### config.mk
export PLATFORM = sky130hd
export DESIGN_NAME = alu_cmd_issuer_flat
export DESIGN_NICKNAME = d
export VERILOG_FILES = /design/src/rtl/alu_cmd_issuer_pkg.sv /design/src/rtl/alu_cmd_issuer_if.sv /design/src/rtl/alu_cmd_issuer_fifo.sv /design/src/rtl/alu_cmd_issuer.sv /design/src/flat_wrapper.sv
export SDC_FILE = /design/constraint.sdc
export NUM_CORES = 1
export LEC_CHECK = 0
export ABC_AREA = 1
export BUFFER_PORTS_ARGS = -buffer_cell sky130_fd_sc_hd__clkbuf_2
export CAP_MARGIN = 20
export CORE_AREA = 2 2 119 92
export CTS_CLUSTER_DIAMETER = 60
export CTS_CLUSTER_SIZE = 24
export DETAILED_ROUTE_END_ITERATION = 16
export DIE_AREA = 0 0 121 94
export PLACE_DENSITY = 0.88
export SYNTH_ARGS = -nofsm -noshare
export SYNTH_HDL_FRONTEND = slang
export SYNTH_HIERARCHICAL = 1
export SYNTH_SLANG_ARGS = --single-unit
### constraint.sdc
create_clock -name clk -period 4.1 [get_ports clk]
set_clock_uncertainty 0.05 [all_clocks]
set_input_delay 0.205 -clock clk [delete_from_list [all_inputs] [get_ports clk]]
set_output_delay 0.205 -clock clk [all_outputs]
set_load 0.005 [all_outputs]
### src/rtl/alu_cmd_issuer_pkg.sv
// Shared types for the ALU command issuer: command layout, opcodes and FSM states.
package alu_pkg;

    localparam int CMD_W  = 12;
    localparam int DATA_W = 32;

    // Compare-and-swap; the controller takes longer on it, but the issuer treats it like any other opcode.
    localparam logic [2:0] OP_CAS = 3'b111;

    typedef struct packed {
        logic [2:0] op;
        logic [2:0] addr1;
        logic [2:0] addr2;
        logic [2:0] addr3;
    } cmd_t;

    typedef enum logic [1:0] {IDLE, SETUP, PULSE, WAIT} issuer_state_t;

endpackage

### src/rtl/alu_cmd_issuer_if.sv
// Command / syscall / ready link between the issuer (master) and the register-file controller (slave).
interface alu_cmd_issuer_if;
    import alu_pkg::*;

    logic [CMD_W-1:0]  command;
    logic              syscall;
    logic              ctl_ready;
    logic [DATA_W-1:0] y;
    logic              Z;

    modport master (output command, output syscall, input ctl_ready, input y, input Z);
    modport slave  (input command, input syscall, output ctl_ready, output y, output Z);

endinterface

### src/rtl/alu_cmd_issuer_fifo.sv
// Synchronous command FIFO; pushes when full and pops when empty are dropped.
module cmd_fifo #(
    parameter int WIDTH = 12,
    parameter int DEPTH = 4
) (
    input  logic             clk,
    input  logic             rst_n,
    input  logic             push,
    input  logic [WIDTH-1:0] wr_data,
    input  logic             pop,
    output logic [WIDTH-1:0] rd_data,
    output logic             full,
    output logic             empty
);
    localparam int AW = $clog2(DEPTH);

    logic [WIDTH-1:0] mem [DEPTH];
    logic [AW-1:0]    wr_ptr;
    logic [AW-1:0]    rd_ptr;
    logic [AW:0]      count;
    logic             do_push;
    logic             do_pop;

    assign full    = (count == (AW+1)'(DEPTH));
    assign empty   = (count == '0);
    assign do_push = push && !full;
    assign do_pop  = pop && !empty;
    assign rd_data = mem[rd_ptr];

    always_ff @(posedge clk or negedge rst_n) begin
        if (!rst_n) begin
            wr_ptr <= '0;
            rd_ptr <= '0;
            count  <= '0;
        end else begin
            if (do_push) wr_ptr <= wr_ptr + 1'b1;
            if (do_pop)  rd_ptr <= rd_ptr + 1'b1;
            case ({do_push, do_pop})
                2'b10:   count <= count + 1'b1;
                2'b01:   count <= count - 1'b1;
                default: count <= count;
            endcase
        end
    end

    // Storage is not reset; only entries below count are ever read.
    always_ff @(posedge clk) begin
        if (do_push) mem[wr_ptr] <= wr_data;
    end

endmodule

### src/rtl/alu_cmd_issuer.sv
// Issues queued host commands to the register-file controller one at a time and reports each result.
module alu_cmd_issuer
    import alu_pkg::*;
#(
    parameter int DEPTH         = 4,
    parameter int SETTLE_CYCLES = 2,
    parameter int TIMEOUT       = 64
) (
    input  logic                    clk,
    input  logic                    rst_n,
    input  logic [CMD_W-1:0]        cmd_in,
    input  logic                    cmd_in_valid,
    output logic                    cmd_in_ready,
    alu_cmd_issuer_if.master        ctl,
    output logic                    res_valid,
    output logic [2:0]              res_op,
    output logic [DATA_W-1:0]       res_y,
    output logic                    res_z,
    output logic                    busy,
    output logic                    timeout_err,
    input  logic                    err_clr,
    output logic [15:0]             issued_cnt
);
    localparam int WCW = $clog2(TIMEOUT + 1);

    issuer_state_t     state_q, state_d;
    cmd_t              command_q, command_d;
    cmd_t              head;
    logic              syscall_q, syscall_d;
    logic [WCW-1:0]    wait_q, wait_d;
    logic              res_valid_d;
    logic [2:0]        res_op_d;
    logic [DATA_W-1:0] res_y_d;
    logic              res_z_d;
    logic              err_set;
    logic              err_d;
    logic [15:0]       cnt_d;
    logic              pop;
    logic              full;
    logic              empty;

    cmd_fifo #(.WIDTH(CMD_W), .DEPTH(DEPTH)) u_fifo (
        .clk     (clk),
        .rst_n   (rst_n),
        .push    (cmd_in_valid),
        .wr_data (cmd_in),
        .pop     (pop),
        .rd_data (head),
        .full    (full),
        .empty   (empty)
    );

    assign cmd_in_ready = !full;
    assign busy         = (state_q != IDLE) || !empty;
    assign ctl.command  = command_q;
    assign ctl.syscall  = syscall_q;

    always_comb begin
        state_d     = state_q;
        command_d   = command_q;
        syscall_d   = 1'b0;
        wait_d      = wait_q;
        res_valid_d = 1'b0;
        res_op_d    = res_op;
        res_y_d     = res_y;
        res_z_d     = res_z;
        cnt_d       = issued_cnt;
        err_set     = 1'b0;
        pop         = 1'b0;
        case (state_q)
            IDLE: begin
                if (!empty && ctl.ctl_ready) begin
                    pop       = 1'b1;
                    command_d = head;
                    state_d   = SETUP;
                end
            end
            SETUP: begin
                syscall_d = 1'b1;
                state_d   = PULSE;
            end
            PULSE: begin
                wait_d  = '0;
                state_d = WAIT;
            end
            WAIT: begin
                wait_d = wait_q + 1'b1;
                // ready is ignored until the controller has had time to drop it after the syscall
                if (ctl.ctl_ready && (wait_q >= WCW'(SETTLE_CYCLES))) begin
                    res_valid_d = 1'b1;
                    res_op_d    = command_q.op;
                    res_y_d     = ctl.y;
                    res_z_d     = ctl.Z;
                    cnt_d       = issued_cnt + 16'd1;
                    state_d     = IDLE;
                end else if (wait_q == WCW'(TIMEOUT - 1)) begin
                    err_set = 1'b1;
                    state_d = IDLE;
                end
            end
            default: state_d = IDLE;
        endcase
        err_d = err_set || (timeout_err && !err_clr);
    end

    always_ff @(posedge clk or negedge rst_n) begin
        if (!rst_n) begin
            state_q     <= IDLE;
            command_q   <= '0;
            syscall_q   <= 1'b0;
            wait_q      <= '0;
            res_valid   <= 1'b0;
            res_op      <= '0;
            res_y       <= '0;
            res_z       <= 1'b0;
            timeout_err <= 1'b0;
            issued_cnt  <= '0;
        end else begin
            state_q     <= state_d;
            command_q   <= command_d;
            syscall_q   <= syscall_d;
            wait_q      <= wait_d;
            res_valid   <= res_valid_d;
            res_op      <= res_op_d;
            res_y       <= res_y_d;
            res_z       <= res_z_d;
            timeout_err <= err_d;
            issued_cnt  <= cnt_d;
        end
    end

endmodule

### src/flat_wrapper.sv
// flat-port wrapper written by rule: the top's interface ports become plain ports
module alu_cmd_issuer_flat import alu_pkg::*;
#(
    parameter int DEPTH         = 4,
    parameter int SETTLE_CYCLES = 2,
    parameter int TIMEOUT       = 64
)
  (clk, rst_n, cmd_in, cmd_in_valid, cmd_in_ready, res_valid, res_op, res_y, res_z, busy, timeout_err, err_clr, issued_cnt, ctl_command, ctl_syscall, ctl_ctl_ready, ctl_y, ctl_Z);
  alu_cmd_issuer_if ctl_i ();
  input  logic clk;
  input  logic rst_n;
  input  logic [CMD_W-1:0] cmd_in;
  input  logic cmd_in_valid;
  output logic cmd_in_ready;
  output logic res_valid;
  output logic [2:0] res_op;
  output logic [DATA_W-1:0] res_y;
  output logic res_z;
  output logic busy;
  output logic timeout_err;
  input  logic err_clr;
  output logic [15:0] issued_cnt;
  output wire logic [$bits(ctl_i.command)-1:0] ctl_command;
  output wire logic [$bits(ctl_i.syscall)-1:0] ctl_syscall;
  input wire logic [$bits(ctl_i.ctl_ready)-1:0] ctl_ctl_ready;
  input wire logic [$bits(ctl_i.y)-1:0] ctl_y;
  input wire logic [$bits(ctl_i.Z)-1:0] ctl_Z;
  assign ctl_command = ctl_i.command;
  assign ctl_syscall = ctl_i.syscall;
  assign ctl_i.ctl_ready = ctl_ctl_ready;
  assign ctl_i.y = ctl_y;
  assign ctl_i.Z = ctl_Z;
  alu_cmd_issuer #(.DEPTH(DEPTH), .SETTLE_CYCLES(SETTLE_CYCLES), .TIMEOUT(TIMEOUT)) u_core (.clk(clk), .rst_n(rst_n), .cmd_in(cmd_in), .cmd_in_valid(cmd_in_valid), .cmd_in_ready(cmd_in_ready), .ctl(ctl_i), .res_valid(res_valid), .res_op(res_op), .res_y(res_y), .res_z(res_z), .busy(busy), .timeout_err(timeout_err), .err_clr(err_clr), .issued_cnt(issued_cnt));
endmodule
==> summary.txt <==
Critical path
  – CP startpoint kind: flop
  – Kind of end point of the critical path: flop
  – Bufs and invs on worst path: 5
  – Critical-path cell list: inv_1 -> nand3_2 -> inv_1 -> nor2_1 -> nand2_1 -> inv_1 -> nand2_1 -> inv_1 -> ha_1 -> inv_1 -> fa_1 -> nand2_1 -> nand3_1 -> nand2_1 -> nand2_1
  – Slowest stage cell, crit path: inv_1
  – Register-to-Register Path Depth: 15
  – CP Data Required Time: 4340 ps
  – Setup CP Type: reg -> reg
  – Arr. time, crit path: 2990 ps
  – R2R Path End: u_core/u_fifo/count[2]
  – CP peak stage delay: 410 ps
  – Crit Path Max Fanout: 15
  – Top delay family on crit path: simple AND/OR/NAND/NOR gates
  – FF-to-FF Start: u_core/u_fifo/count[0]
  – FF-to-FF setup slack: 1350 ps

Clocking
  – Depth of the CTS H-tree: 4
  – Cts bufs inserted: 17
  – Worst skew pair latency: 410 ps
  – Hold_buf cts: 47
  – Post-cts resize count: 0
  – Worst-path clk slew: 60 ps
  – CTS Root Buffer Type: clkbuf_16
  – Setup repair bufs after CTS: 0
  – Max clock buf depth: 2
  – Num Clock Sinks: 131
  – CTS tree: built

Global routing
  – Vias in the first global route: 4788
  – First-pass GRT wire length: 22830 um
  – Tot GR Track Use: 0.2623
  – Largest net degree at the start of global routing: 84
  – Gr ovfl total: 0
  – Initial antenna violation count: 1

Drt
  – DRT antenna net count: 0
  – Iteration-0 DRC Markers: 566
  – Via Count: 4861
  – # DRC: 0
  – WL per Instance: 15.24 um
  – WL final: 14300 um
  – DR vias/cell: 5.182
  – First drt pass iteration count: 6

Yosys
  – Flops & latches, synth: 131
  – Post-synth EDFFs: 48
  – Dominant cell type by area after synthesis: dfrtp_1
  – Syn nets: 682
  – Share of the synthesized area in the top cell type: 0.3542
  – Sequential area share after synthesis: 0.6001
  – Top post-synthesis cells by area: dfrtp_1 (35%), edfxtp_1 (25%), nand2_1 (17%)
  – Async S/R FF share, synth: 0.6336
  – Synth Cell Area: 0.005863 sq mm
  – Syn Inst Count: 618
  – Count of cell types in the netlist: 31
  – Syn avg cell area: 9.487 sq um
  – Main flop type after synthesis: dfrtp_1
  – Yosys warns: 6

Timing
  – Final Max Tran Viols: 0
  – Final min period: 2753 ps
  – Worst-case headroom to the max-slew limit: 0.4333
  – Hold slack: 37.10 ps
  – Setup TNS: 0 ps
  – Final critical-path share of the clock period: 0.6715
  – Unrepaired setup endpoints after global routing: false
  – Worst Tran Pin Value: 848.8 ps
  – Setup violations, final: 0
  – Max Clk Rate: 0.3632 GHz
  – Fin. Hold Viols: 0

Die
  – Starting Density: 0.5788
  – Placement row count: 32
  – Die area: 0.01137 sq mm
  – Number of I/O pins: 119
  – Die Wd: 121 um
  – Die height: 94 um
  – Core Area: 0.01013 sq mm

Min path
  – Hold crit path type: in -> reg
  – Hold endpoint: u_core/u_fifo/wr_ptr[0]
  – Cell depth of the worst hold path: 3
  – Worst Hold Launch: cmd_in_valid

Placed design
  – Placed cell count: 854
  – Port-buffer cells: 118
  – RePlAce Congestion: 0.8912
  – Hpwl dp: 8731 um

Cells and area
  – FILL cells: 654
  – Register area: 0.003518 sq mm
  – Commonest non-fill, non-tap cell in the layout: nand2_1
  – Area of the multi-input gates: 0.001918 sq mm
  – # nets final: 852
  – Layout cells sized above 1: 0.2172
  – Non-Filler Instances: 938
  – Commonest non-fill, non-tap cells in the layout: nand2_1 (264), clkbuf_2 (117), dfrtp_1 (83), inv_1 (68), edfxtp_1 (48)
  – Area grow syn2layout: 29.51%

Flow run
  – Max-Cap Viols: 0

Power
  – Leakage: 3.862 nW
  – PwrDens: 669.8 mW/mm^2
  – Worst vdd ir: 433.9 uV

Outcome
  – Status: complete, no violations
-- synth_stat cells, drive strengths merged, types with 2 or more instances --
master and instances:
buf 18, o211ai 24, dfrtp 83, nand3 20, clkbuf 2, ha 13
edfxtp 48, nor2 29, nor3 2, nand4 4, xor2 5, inv 71
xnor2 5, o21ai 22, nand2 265
-- cells by family (layout without fill, tap and decap cells) --
family                     after synthesis  after routing  share of synthesized area
DFF                                    131            131                     0.6001
xor gates and xnor gates                10             10                    0.01494
buffers and inverters                   91            274                    0.07277
and+or+nand+nor                        321            321                     0.2166
other                                    0              1                          0
AOI/OAI and AO/OA                       51             51                    0.06445
adders and majority gates               14             14                    0.03116
-- sequential cells by signal, indices dropped and copies added (netlist names), 2 cells and up --
register / flops
u_core/ctl.command: 12
u_core/res_y: 32
u_core/wait_q: 7
u_core/u_fifo/mem: 48
u_core/state_q: 2
u_core/u_fifo/wr_ptr: 2
u_core/u_fifo/rd_ptr: 2
u_core/u_fifo/count: 3
u_core/res_op: 3
u_core/issued_cnt: 16
-- report_power, final --
| group | switching, mW | internal (mW) | leakage, nW |
|---|---|---|---|
| registers | 0.295 | 1.77 | 1.50 |
| clock network | 0.565 | 0.902 | 0.278 |
| logic | 0.963 | 0.594 | 2.08 |
| total | 1.82 | 3.26 | 3.86 |
-- routing by layer --
| layer | GRT usage | routed length, um | vias up |
|---|---|---|---|
| li1 | - | - | 2300 |
| met1 | 0.3305 | 5903 | 2302 |
| met2 | 0.4345 | 7107 | 222 |
| met3 | 0.06735 | 922 | 37 |
| met4 | 0.1085 | 362 | 0 |
| met5 | 0 | 0 | - |
-- metrics by stage --
step / util / total power [mW] / setup slack [ps] / area (sq um)
finish: 0.7496 / 5.086 / 1347 / 7594
CTS: 0.7441 / 5.040 / 1382 / 7537
global route: 0.7496 / 5.395 / 1097 / 7594
detailed placement: 0.6402 / 3.529 / 1393 / 6485
floorplan: - / 2.982 / 1937 / 5863
global placement: 0.6391 / 3.414 / 1588 / 6474
-- worst register-to-register path, delay by kind of cell (launching register included) --
kind	cells	cell delay, ps
simple gates	8	950
buf+inv	5	730
fa+ha+maj	2	530
flops	1	370
-- worst max-delay path by stage --
stage,startpoint,endpoint,slack (ps),depth (start not counted)
2_1_floorplan,u_core/state_q[0],u_core/u_fifo/count[2],1940,14
3_3_place_gp,u_core/u_fifo/count[2],u_core/u_fifo/count[2],1590,15
3_5_place_dp,u_core/u_fifo/count[0],u_core/u_fifo/count[2],1390,15
4_1_cts,u_core/u_fifo/count[0],u_core/u_fifo/count[2],1380,15
5_1_grt,u_core/u_fifo/count[0],u_core/u_fifo/count[2],1100,15
6_report,u_core/u_fifo/count[0],u_core/u_fifo/count[2],1350,15
-- final cells by class --
type / instances / share of cell area
Sequential cell: 131 / 0.4633
Multi-Input combinational cell: 396 / 0.2526
Timing Repair Buffer: 171 / 0.1496
Clock buffer: 20 / 0.06311
Inverter: 71 / 0.03510
Tap cell: 136 / 0.02241
Clock inverter: 12 / 0.01351
Antenna cell: 1 / 0.0003295
Power figures use the tool's default switching activity.
